## config.mk

```make
export PLATFORM = sky130hd
export DESIGN_NAME = divisor_restaurador
export DESIGN_NICKNAME = d
export VERILOG_FILES = /design/src/rtl/div_pkg.sv /design/src/rtl/acc_div.sv /design/src/rtl/divisor_restaurador.sv
export SDC_FILE = /design/constraint.sdc
export NUM_CORES = 1
export LEC_CHECK = 0
export CORE_UTILIZATION = 50
export CTS_BUF_LIST = sky130_fd_sc_hd__clkbuf_4 sky130_fd_sc_hd__clkbuf_8 sky130_fd_sc_hd__clkbuf_16
export CTS_CLUSTER_SIZE = 40
export DETAILED_ROUTE_END_ITERATION = 16
export PLACE_DENSITY = 0.74
export SLEW_MARGIN = 20
export SYNTH_ARGS = -nofsm -noshare
export SYNTH_HDL_FRONTEND = slang
export SYNTH_SLANG_ARGS = --single-unit
```

## constraint.sdc

```tcl
create_clock -name Clk -period 2.6 [get_ports Clk]
set_input_delay 0.52 -clock Clk [delete_from_list [all_inputs] [get_ports Clk]]
set_output_delay 0.52 -clock Clk [all_outputs]
set_load 0.05 [all_outputs]
```

## src/rtl/div_pkg.sv

```systemverilog
// div_pkg: FSM encoding and counter sizing shared by the restoring divider files.
package div_pkg;

    typedef enum logic [1:0] {
        IDLE = 2'd0,
        CALC = 2'd1,
        FIN  = 2'd2
    } state_t;

    localparam int WIDTH_DEF = 16;
    localparam int CNT_W     = $clog2(WIDTH_DEF + 1);

    function automatic int cnt_width(input int w);
        return $clog2(w + 1);
    endfunction

endpackage

```

## src/rtl/acc_div.sv

```systemverilog
// acc_div: remainder/quotient shift-subtract register, one restoring step per Step pulse.
module acc_div
    import div_pkg::*;
#(
    parameter int WIDTH = 16
) (
    input  logic             Clk,
    input  logic             Reset,
    input  logic             Load,
    input  logic             Step,
    input  logic [WIDTH-1:0] Dividendo,
    input  logic [WIDTH-1:0] Divisor,
    input  logic [WIDTH-1:0] D,
    output logic [WIDTH-1:0] Quociente,
    output logic [WIDTH-1:0] Resto
);

    // the remainder's extra top bit is always 0 after a commit, so only WIDTH bits are stored
    logic [WIDTH-1:0] r;
    logic [WIDTH-1:0] q;
    logic [WIDTH:0]   s;
    logic [WIDTH:0]   t;

    always_comb begin
        s = {r, q[WIDTH-1]};
        t = s - {1'b0, D};
    end

    always_ff @(posedge Clk) begin
        if (Reset) begin
            r <= '0;
            q <= '0;
        end else if (Load) begin
            r <= (Divisor == '0) ? Dividendo : '0;
            q <= (Divisor == '0) ? '1 : Dividendo;
        end else if (Step) begin
            r <= t[WIDTH] ? s[WIDTH-1:0] : t[WIDTH-1:0];
            q <= {q[WIDTH-2:0], ~t[WIDTH]};
        end
    end

    assign Quociente = q;
    assign Resto     = r;

endmodule

```

## src/rtl/divisor_restaurador.sv

```systemverilog
// divisor_restaurador: sequential unsigned restoring divider (DIV/DIVU unit).
// Control FSM and iteration counter here; the datapath lives in acc_div.
module divisor_restaurador
    import div_pkg::*;
#(
    parameter int WIDTH = 16
) (
    input  logic             Clk,
    input  logic             Reset,
    input  logic             Start,
    input  logic [WIDTH-1:0] Dividendo,
    input  logic [WIDTH-1:0] Divisor,
    output logic [WIDTH-1:0] Quociente,
    output logic [WIDTH-1:0] Resto,
    output logic             Busy,
    output logic             Done,
    output logic             DivZero
);

    localparam int CW = cnt_width(WIDTH);

    state_t           state;
    state_t           next;
    logic [CW-1:0]    cnt;
    logic [WIDTH-1:0] d;
    logic             zero;
    logic             load;
    logic             step;

    assign zero = (Divisor == '0);
    assign load = (state == IDLE) && Start;
    assign step = (state == CALC);

    always_ff @(posedge Clk) begin
        if (Reset)
            state <= IDLE;
        else
            state <= next;
    end

    // a zero divisor skips the iterations and reports through FIN directly
    always_comb begin
        next = (state == IDLE) ? (Start ? (zero ? FIN : CALC) : IDLE) :
               (state == CALC) ? ((cnt == CW'(1)) ? FIN : CALC) :
               IDLE;
    end

    always_comb begin
        Busy = (state == CALC);
        Done = (state == FIN);
    end

    always_ff @(posedge Clk) begin
        if (Reset) begin
            cnt     <= '0;
            d       <= '0;
            DivZero <= 1'b0;
        end else if (load) begin
            cnt     <= zero ? '0 : CW'(WIDTH);
            d       <= Divisor;
            DivZero <= zero;
        end else if (step) begin
            cnt     <= cnt - CW'(1);
        end
    end

    acc_div #(.WIDTH(WIDTH)) u_acc (
        .Clk       (Clk),
        .Reset     (Reset),
        .Load      (load),
        .Step      (step),
        .Dividendo (Dividendo),
        .Divisor   (Divisor),
        .D         (d),
        .Quociente (Quociente),
        .Resto     (Resto)
    );

endmodule

```

==> results of run 1 <==
## final timing paths
kind	from	endpoint	slack, ns	cells after the start
setup / recovery	u_acc.Quociente[15]$_SDFFE_PP0P_	u_acc.Resto[0]$_SDFFE_PP0P_	0.16	12
hold / removal	d[11]$_SDFFE_PP0P_	d[11]$_SDFFE_PP0P_	0.46	2
setup reg to reg	u_acc.Quociente[15]$_SDFFE_PP0P_	u_acc.Resto[0]$_SDFFE_PP0P_	0.16	12
hold reg to reg	d[11]$_SDFFE_PP0P_	d[11]$_SDFFE_PP0P_	0.46	2
## kinds of logic after synthesis
group,after synthesis,share of synthesized area [%]
compound gates,155,29.2
xor+xnor,12,3.34
fa+ha+maj,19,7.27
buf+inv,48,5.78
flops,56,33.2
mux,16,5.12
simple gates,123,16.1
## layer usage
| metal | vias to the layer above | share of wire [%] |
|---|---|---|
| met5 | - | 0 |
| met4 | 0 | 1.5 |
| met3 | 14 | 4.6 |
| met2 | 115 | 46 |
| met1 | 1679 | 48 |
| li1 | 1706 | - |
## Yosys cell counts (3+ instances only)
| cell | number | share of area, % |
|---|---|---|
| nand2_1 | 66 | 7.3 |
| a21oi_1 | 57 | 8.5 |
| dfxtp_1 | 56 | 33 |
| o21ai_0 | 27 | 4.0 |
| nor2_1 | 24 | 2.7 |
| inv_1 | 23 | 2.6 |
| ha_1 | 18 | 6.7 |
| o221ai_1 | 18 | 4.7 |
| a22oi_1 | 17 | 3.8 |
| clkbuf_1 | 17 | 1.9 |
| mux2i_1 | 12 | 3.6 |
| o22ai_1 | 11 | 2.0 |
| nand2b_1 | 7 | 1.3 |
| xnor2_1 | 7 | 1.8 |
| nor3_1 | 6 | 0.89 |
| nor4_1 | 5 | 0.93 |
| o211ai_1 | 4 | 0.89 |
| xor2_1 | 4 | 1.0 |
| a211oi_1 | 3 | 0.67 |
| buf_1 | 3 | 0.33 |
| buf_2 | 3 | 0.44 |
| nand4_1 | 3 | 0.56 |
| nor2b_1 | 3 | 0.56 |
| o21a_1 | 3 | 0.67 |
## power breakdown
group          internal, mW  switching [mW]  total [mW]
Combinational          1.36            1.66        3.02
Sequential            0.987           0.128        1.12
Clock                 0.192           0.305       0.497
Total                  2.54            2.09        4.64
## registers in the layout, indices dropped and copies added (netlist names)
name             flops
d                   16
state                2
cnt                  5
DivZero              1
u_acc.Quociente     16
u_acc.Resto         16
## area by class of cell
class                      instances  area (um2)  area share [%]
clock buffer                       5        68.8            1.57
clock inverter                     3        21.3           0.484
inverter                          23        86.3            1.96
multi-input combinational        325        2080            47.4
sequential                        56        1130            25.6
tap                               77        96.3            2.19
timing repair buffer              95         913            20.8
## worst reg2reg max path, cell delays in order (launching register included)
cell      delay [ns]
dfxtp_4         0.36
inv_1           0.05
ha_2            0.19
fa_2            0.34
nand2b_4        0.17
a21oi_4         0.18
a21boi_2        0.09
o21ai_2         0.15
xor2_2          0.16
buf_6           0.14
buf_12          0.11
mux2_4          0.29
o22ai_2         0.13
## layout by cell type, fill, tap and decap left out, types with 3 or more instances in the layout
master / synthesis / final
nor4_1: 5 / 5
a21oi_1: 57 / 57
mux2i_1: 12 / 11
ha_1: 18 / 17
o211ai_1: 4 / 4
dfxtp_1: 56 / 54
xor2_1: 4 / 4
o21ai_0: 27 / 27
clkbuf_8: 0 / 5
nand2b_1: 7 / 6
clkdlybuf4s50_1: 0 / 68
nor2b_1: 3 / 3
xnor2_1: 7 / 7
o221ai_1: 18 / 18
o22ai_1: 11 / 11
a211oi_1: 3 / 3
inv_1: 23 / 23
o21a_1: 3 / 3
buf_4: 1 / 22
a22oi_1: 17 / 17
nor3_1: 6 / 6
nor2_1: 24 / 23
nand2_1: 66 / 66
nand4_1: 3 / 3
## what timing repair did
| action | CTS | global route |
|---|---|---|
| pin swaps | 0 | 3 |
| gates resized for setup | 1 | 6 |
| hold buffers | 0 | 0 |
| setup buffers | 1 | 0 |
| gates cloned | 0 | 0 |
| endpoints found under the setup margin | 11 | 15 |
==> results.md, run 1 <==
- P&R area growth vs syn: 30.3%
- First-pass GRT wire length: 16600 um
- Root Buffer: clkbuf_8
- Layout cell share with drive strength beyond 1: 10.7%
- Post-synthesis sequential area ratio: 33.2%
- CTS max path bufs: 2
- Final hold vios: 0
- Setup WS pre-CTS: -0.0257 ns
- FILL cells: 572
- Synth warn: 0
- Routing usage on met3: 3.74%
- I/O pins: 70
- Worst Path Arrival: 2.68 ns
- Met2 capacity usage during global routing: 46.9%
- Initial antenna violation count: 0
- Crit-path max cell delay: 0.36 ns
- GPL Wtd Cong: 0.922
- Top_reg_cell synth: dfxtp_1
- Critical-path cell list: inv_1 -> ha_2 -> fa_2 -> nand2b_4 -> a21oi_4 -> a21boi_2 -> o21ai_2 -> xor2_2 -> buf_6 -> buf_12 -> mux2_4 -> o22ai_2
- Crit path max fanout: 5
- Clk_skew: 0.00376 ns
- Placed cell areas: 4270 um2
- Setup violations, final: 0
- Relative slew slack: 58.5%
- Kind of critical path: flop to flop
- Detailed Route Iter0 Violations: 278
- Core ar.: 6420 um2
- Post-route insts no fill: 584
- Worst-path clk slew: 0.10 ns
- Leakage: 1.65 nW
- Gate count of the mapped netlist: 429
- Syn Nets: 483
- Via Count: 3514
- Vias/cell: 6.02
- CTS tree: yes
- Number of global-route vias before repair: 3316
- CP endpoint kind: flop
- Pins Over Slew Limit: 0
- Synthesized area: 3370 um2
- Minimum clock period: 2.44 ns
- Grt met1 use: 42.5%
- # port buffers: 69
- Post-synth ARST share: 0%
- Worst-Margin Slew: 0.622 ns
- Clk_lat worst skew: 0.32 ns
- Top achievable clock speed: 410 MHz
- Setup WS post-layout: 0.162 ns
- Tot Pwr: 4.64 mW
- Critical Path Slowest Stage Cell: dfxtp_4
- CP startpoint kind: flop
- Yosys reg bits: 56
- RSZ-0062 raised after global routing: no
- Avg Inst Size Synth: 7.87 um2
- Finished Cell Area: 4400 um2
- Grt ovf: 0
- Die width: 84.2 um
- WHS: 0.462 ns
- Total of max-cap violations: 0
- Starting Density: 52.5%
- Placed cell count: 575
- Total CTS buffers: 5
- Fin Setup TNS: 0 ns
- Half-perimeter wire length after placement: 7570 um
- Top cell family by delay on the critical path: compound AO/OA/AOI/OAI gates
- Power Density: 1050 nW/um2
- Die area: 7080 um2
- Final nets: 560
- Tot GR Track Use: 29.6%
- Worst VDD drop: 0.464 mV
- DRT Pass-1 Iters: 11
- Drt total wl: 10100 um
- Worst Hold Class: flop to flop
- Violations in the final reports: DRC
- Clk sinks: 56
- Post-DRT Antenna Nets: 0
- Final worst path period share: 93.8%
- Outcome: complete, but fails checks
- Row count: 29
- Post-synth EDFFs: 0
- Pin count of the biggest net entering global routing: 58
- Final Util: 68.5%
- Wire per inst: 17.2 um
- DRC viols: 2
- Vert. Die Dim: 84.2 um
- Cell variety after synth: 50
- Antenna Cells: 0
- Required time of the critical path: 2.84 ns
- WP buf/inv: 3
- H-tree lvl count: 2
- GR peak layer: met2
Note: power is estimated with default switching activity, not from simulation.
==> inputs of run 2 (changes only) <==
Settings changed: GPL_ROUTABILITY_DRIVEN set to 0, SLEW_MARGIN 20 to unset, TNS_END_PERCENT set to 30.
==> run 2 against run 1 <==
Against the previous run: the run still ends with DRC left; register-to-register slack got worse by 0.10 ns; clock-buffer cell count rose by 1; die area did not move; hold slack improved by 0.00061 ns; non-clock buffer count did not move; via count rose by 0.77%; critical path type unchanged; largest cell class unchanged; highest routed layer unchanged.
==> results.md, run 2 (synthesis gave the netlist of run 1 again) <==
- Outcome: complete, but fails checks
- Violations in the final reports: DRC
- CTS max path bufs: 2
- Required time of the critical path: 2.85 ns
- Worst R2R Setup Slack: 0.06 ns
- Most common cell after layout, fill and taps aside: clkdlybuf4s50_1
- Reg area: 1130 um2
- Worst-Margin Slew: 0.638 ns
- Reg2Reg Launch Point: u_acc.Quociente[15]$_SDFFE_PP0P_
- # port buffers: 69
- CP endpoint kind: flop
- Die width: 84.2 um
- Starting Density: 52.5%
- WP buf/inv: 2
- Final hold vios: 0
- Initial antenna violation count: 0
- Drt total wl: 10400 um
- First-pass GRT wire length: 16600 um
- Worst-path clk slew: 0.10 ns
- DRT Pass-1 Iters: 11
- Die area: 7080 um2
- Power Density: 1050 nW/um2
- Fin Setup TNS: 0 ns
- Leakage: 1.66 nW
- Hold Crit Depth: 2
- R2R depth: 11
- RSZ-0062 raised after global routing: yes
- Placed cell count: 574
- Kind of critical path: flop to flop
- Hold Path Sink: d[4]$_SDFFE_PP0P_
- Wire per inst: 17.8 um
- Setup violations, final: 0
- Most frequent cells in the layout: 68 x clkdlybuf4s50_1, 66 x nand2_1, 57 x a21oi_1
- Total CTS buffers: 5
- Number of global-route vias before repair: 3395
- Antenna Cells: 0
- Pin count of the biggest net entering global routing: 58
- Post-route insts no fill: 584
- Row count: 29
- I/O pins: 70
- Worst VDD drop: 0.477 mV
- Min-delay src: d[4]$_SDFFE_PP0P_
- CTS hold repair buffers: 0
- Critical Path Slowest Stage Cell: fa_2
- Tot GR Track Use: 29.7%
- Final Util: 68.5%
- Crit-path max cell delay: 0.40 ns
- Worst Path Arrival: 2.79 ns
- Reg2reg end: u_acc.Resto[1]$_SDFFE_PP0P_
- Setup WS pre-CTS: -0.00344 ns
- Core ar.: 6420 um2
- Top achievable clock speed: 393 MHz
- Clk_lat worst skew: 0.32 ns
- Area of the multi-input gates: 2090 um2
- Relative slew slack: 57.3%
- Final nets: 560
- FILL cells: 554
- Root Buffer: clkbuf_8
- Via Count: 3541
- Met1 wire length: 4680 um
- H-tree lvl count: 2
- Final worst path period share: 97.8%
- P&R area growth vs syn: 30.4%
- Clk_skew: 0.00705 ns
- CP startpoint kind: flop
- Worst Hold Class: flop to flop
- Setup WS post-layout: 0.0582 ns
- Top sig layer: met4
- Grt ovf: 0
- Layout cell share with drive strength beyond 1: 10.7%
- Vias/cell: 6.06
- Met3 routed WL: 639 um
- Tot Pwr: 4.62 mW
- Post-DRT Antenna Nets: 0
- Top cell family by delay on the critical path: compound AO/OA/AOI/OAI gates
- Metal2 WL: 4860 um
- CTS tree: yes
- Minimum clock period: 2.54 ns
- DRC viols: 2
- Crit path max fanout: 6
- Vert. Die Dim: 84.2 um
- Clk sinks: 56
- Half-perimeter wire length after placement: 7780 um
- Pins Over Slew Limit: 0
- Detailed Route Iter0 Violations: 348
- Critical-path cell list: inv_2 -> ha_4 -> fa_2 -> nand2b_4 -> a21oi_4 -> a21boi_2 -> o21ai_2 -> xor2_2 -> buf_12 -> mux2_4 -> o22ai_2
- Total of max-cap violations: 0
run 2: metal layers:
layer / global-route usage [%] / up-vias
met4: 10.5 / 0
met5: 0 / -
met1: 39.7 / 1669
li1: - / 1707
met3: 4.03 / 22
met2: 49.3 / 143
run 2: final cells by class:
cell class              instances  area share, %
multi-input cells             325           47.5
flip-flops and latches         56           25.6
repair buffers                 95           20.7
well taps                      77           2.19
inverters                      23           1.96
clock buffers                   6           1.73
clock inverters                 2          0.370
run 2: where the power goes:
group | total (mW) | internal, mW | leakage (nW) | switching (mW)
Clock | 0.520 | 0.203 | 0.0448 | 0.316
Combinational | 2.99 | 1.35 | 1.15 | 1.64
Sequential | 1.11 | 0.987 | 0.461 | 0.126
run 2: through the flow:
step | area, um2 | hold WS (ns)
5_1_grt | 4400 | 0.480
2_1_floorplan | 3380 | 0.436
3_3_place_gp | 4260 | 0.444
6_report | 4400 | 0.463
3_5_place_dp | 4260 | 0.449
4_1_cts | 4370 | 0.464
run 2: what timing repair did:
action	in CTS	in global routing
endpoints found under the setup margin	11	12
setup buffers	0	2
resized for setup	3	4
pin swaps	3	5
run 2: worst max path at each step:
stage | start | end | depth (start not counted) | slack, ns
CTS | u_acc.Quociente[15]$_SDFFE_PP0P_ | u_acc.Resto[1]$_SDFFE_PP0P_ | 11 | 0.01
global route | u_acc.Quociente[15]$_SDFFE_PP0P_ | u_acc.Resto[1]$_SDFFE_PP0P_ | 11 | -0.03
finish | u_acc.Quociente[15]$_SDFFE_PP0P_ | u_acc.Resto[1]$_SDFFE_PP0P_ | 11 | 0.06
floorplan | u_acc.Quociente[15]$_SDFFE_PP0P_ | u_acc.Resto[0]$_SDFFE_PP0P_ | 11 | 0.04
detailed placement | u_acc.Quociente[15]$_SDFFE_PP0P_ | u_acc.Resto[12]$_SDFFE_PP0P_ | 11 | -0.003
global placement | u_acc.Quociente[15]$_SDFFE_PP0P_ | u_acc.Resto[12]$_SDFFE_PP0P_ | 11 | 0.09
run 2: worst reg2reg max path, stage by stage, from the launching register on:
cell	delay (ns)
dfxtp_4	0.36
inv_2	0.04
ha_4	0.16
fa_2	0.40
nand2b_4	0.16
a21oi_4	0.15
a21boi_2	0.10
o21ai_2	0.18
xor2_2	0.30
buf_12	0.17
mux2_4	0.30
o22ai_2	0.15
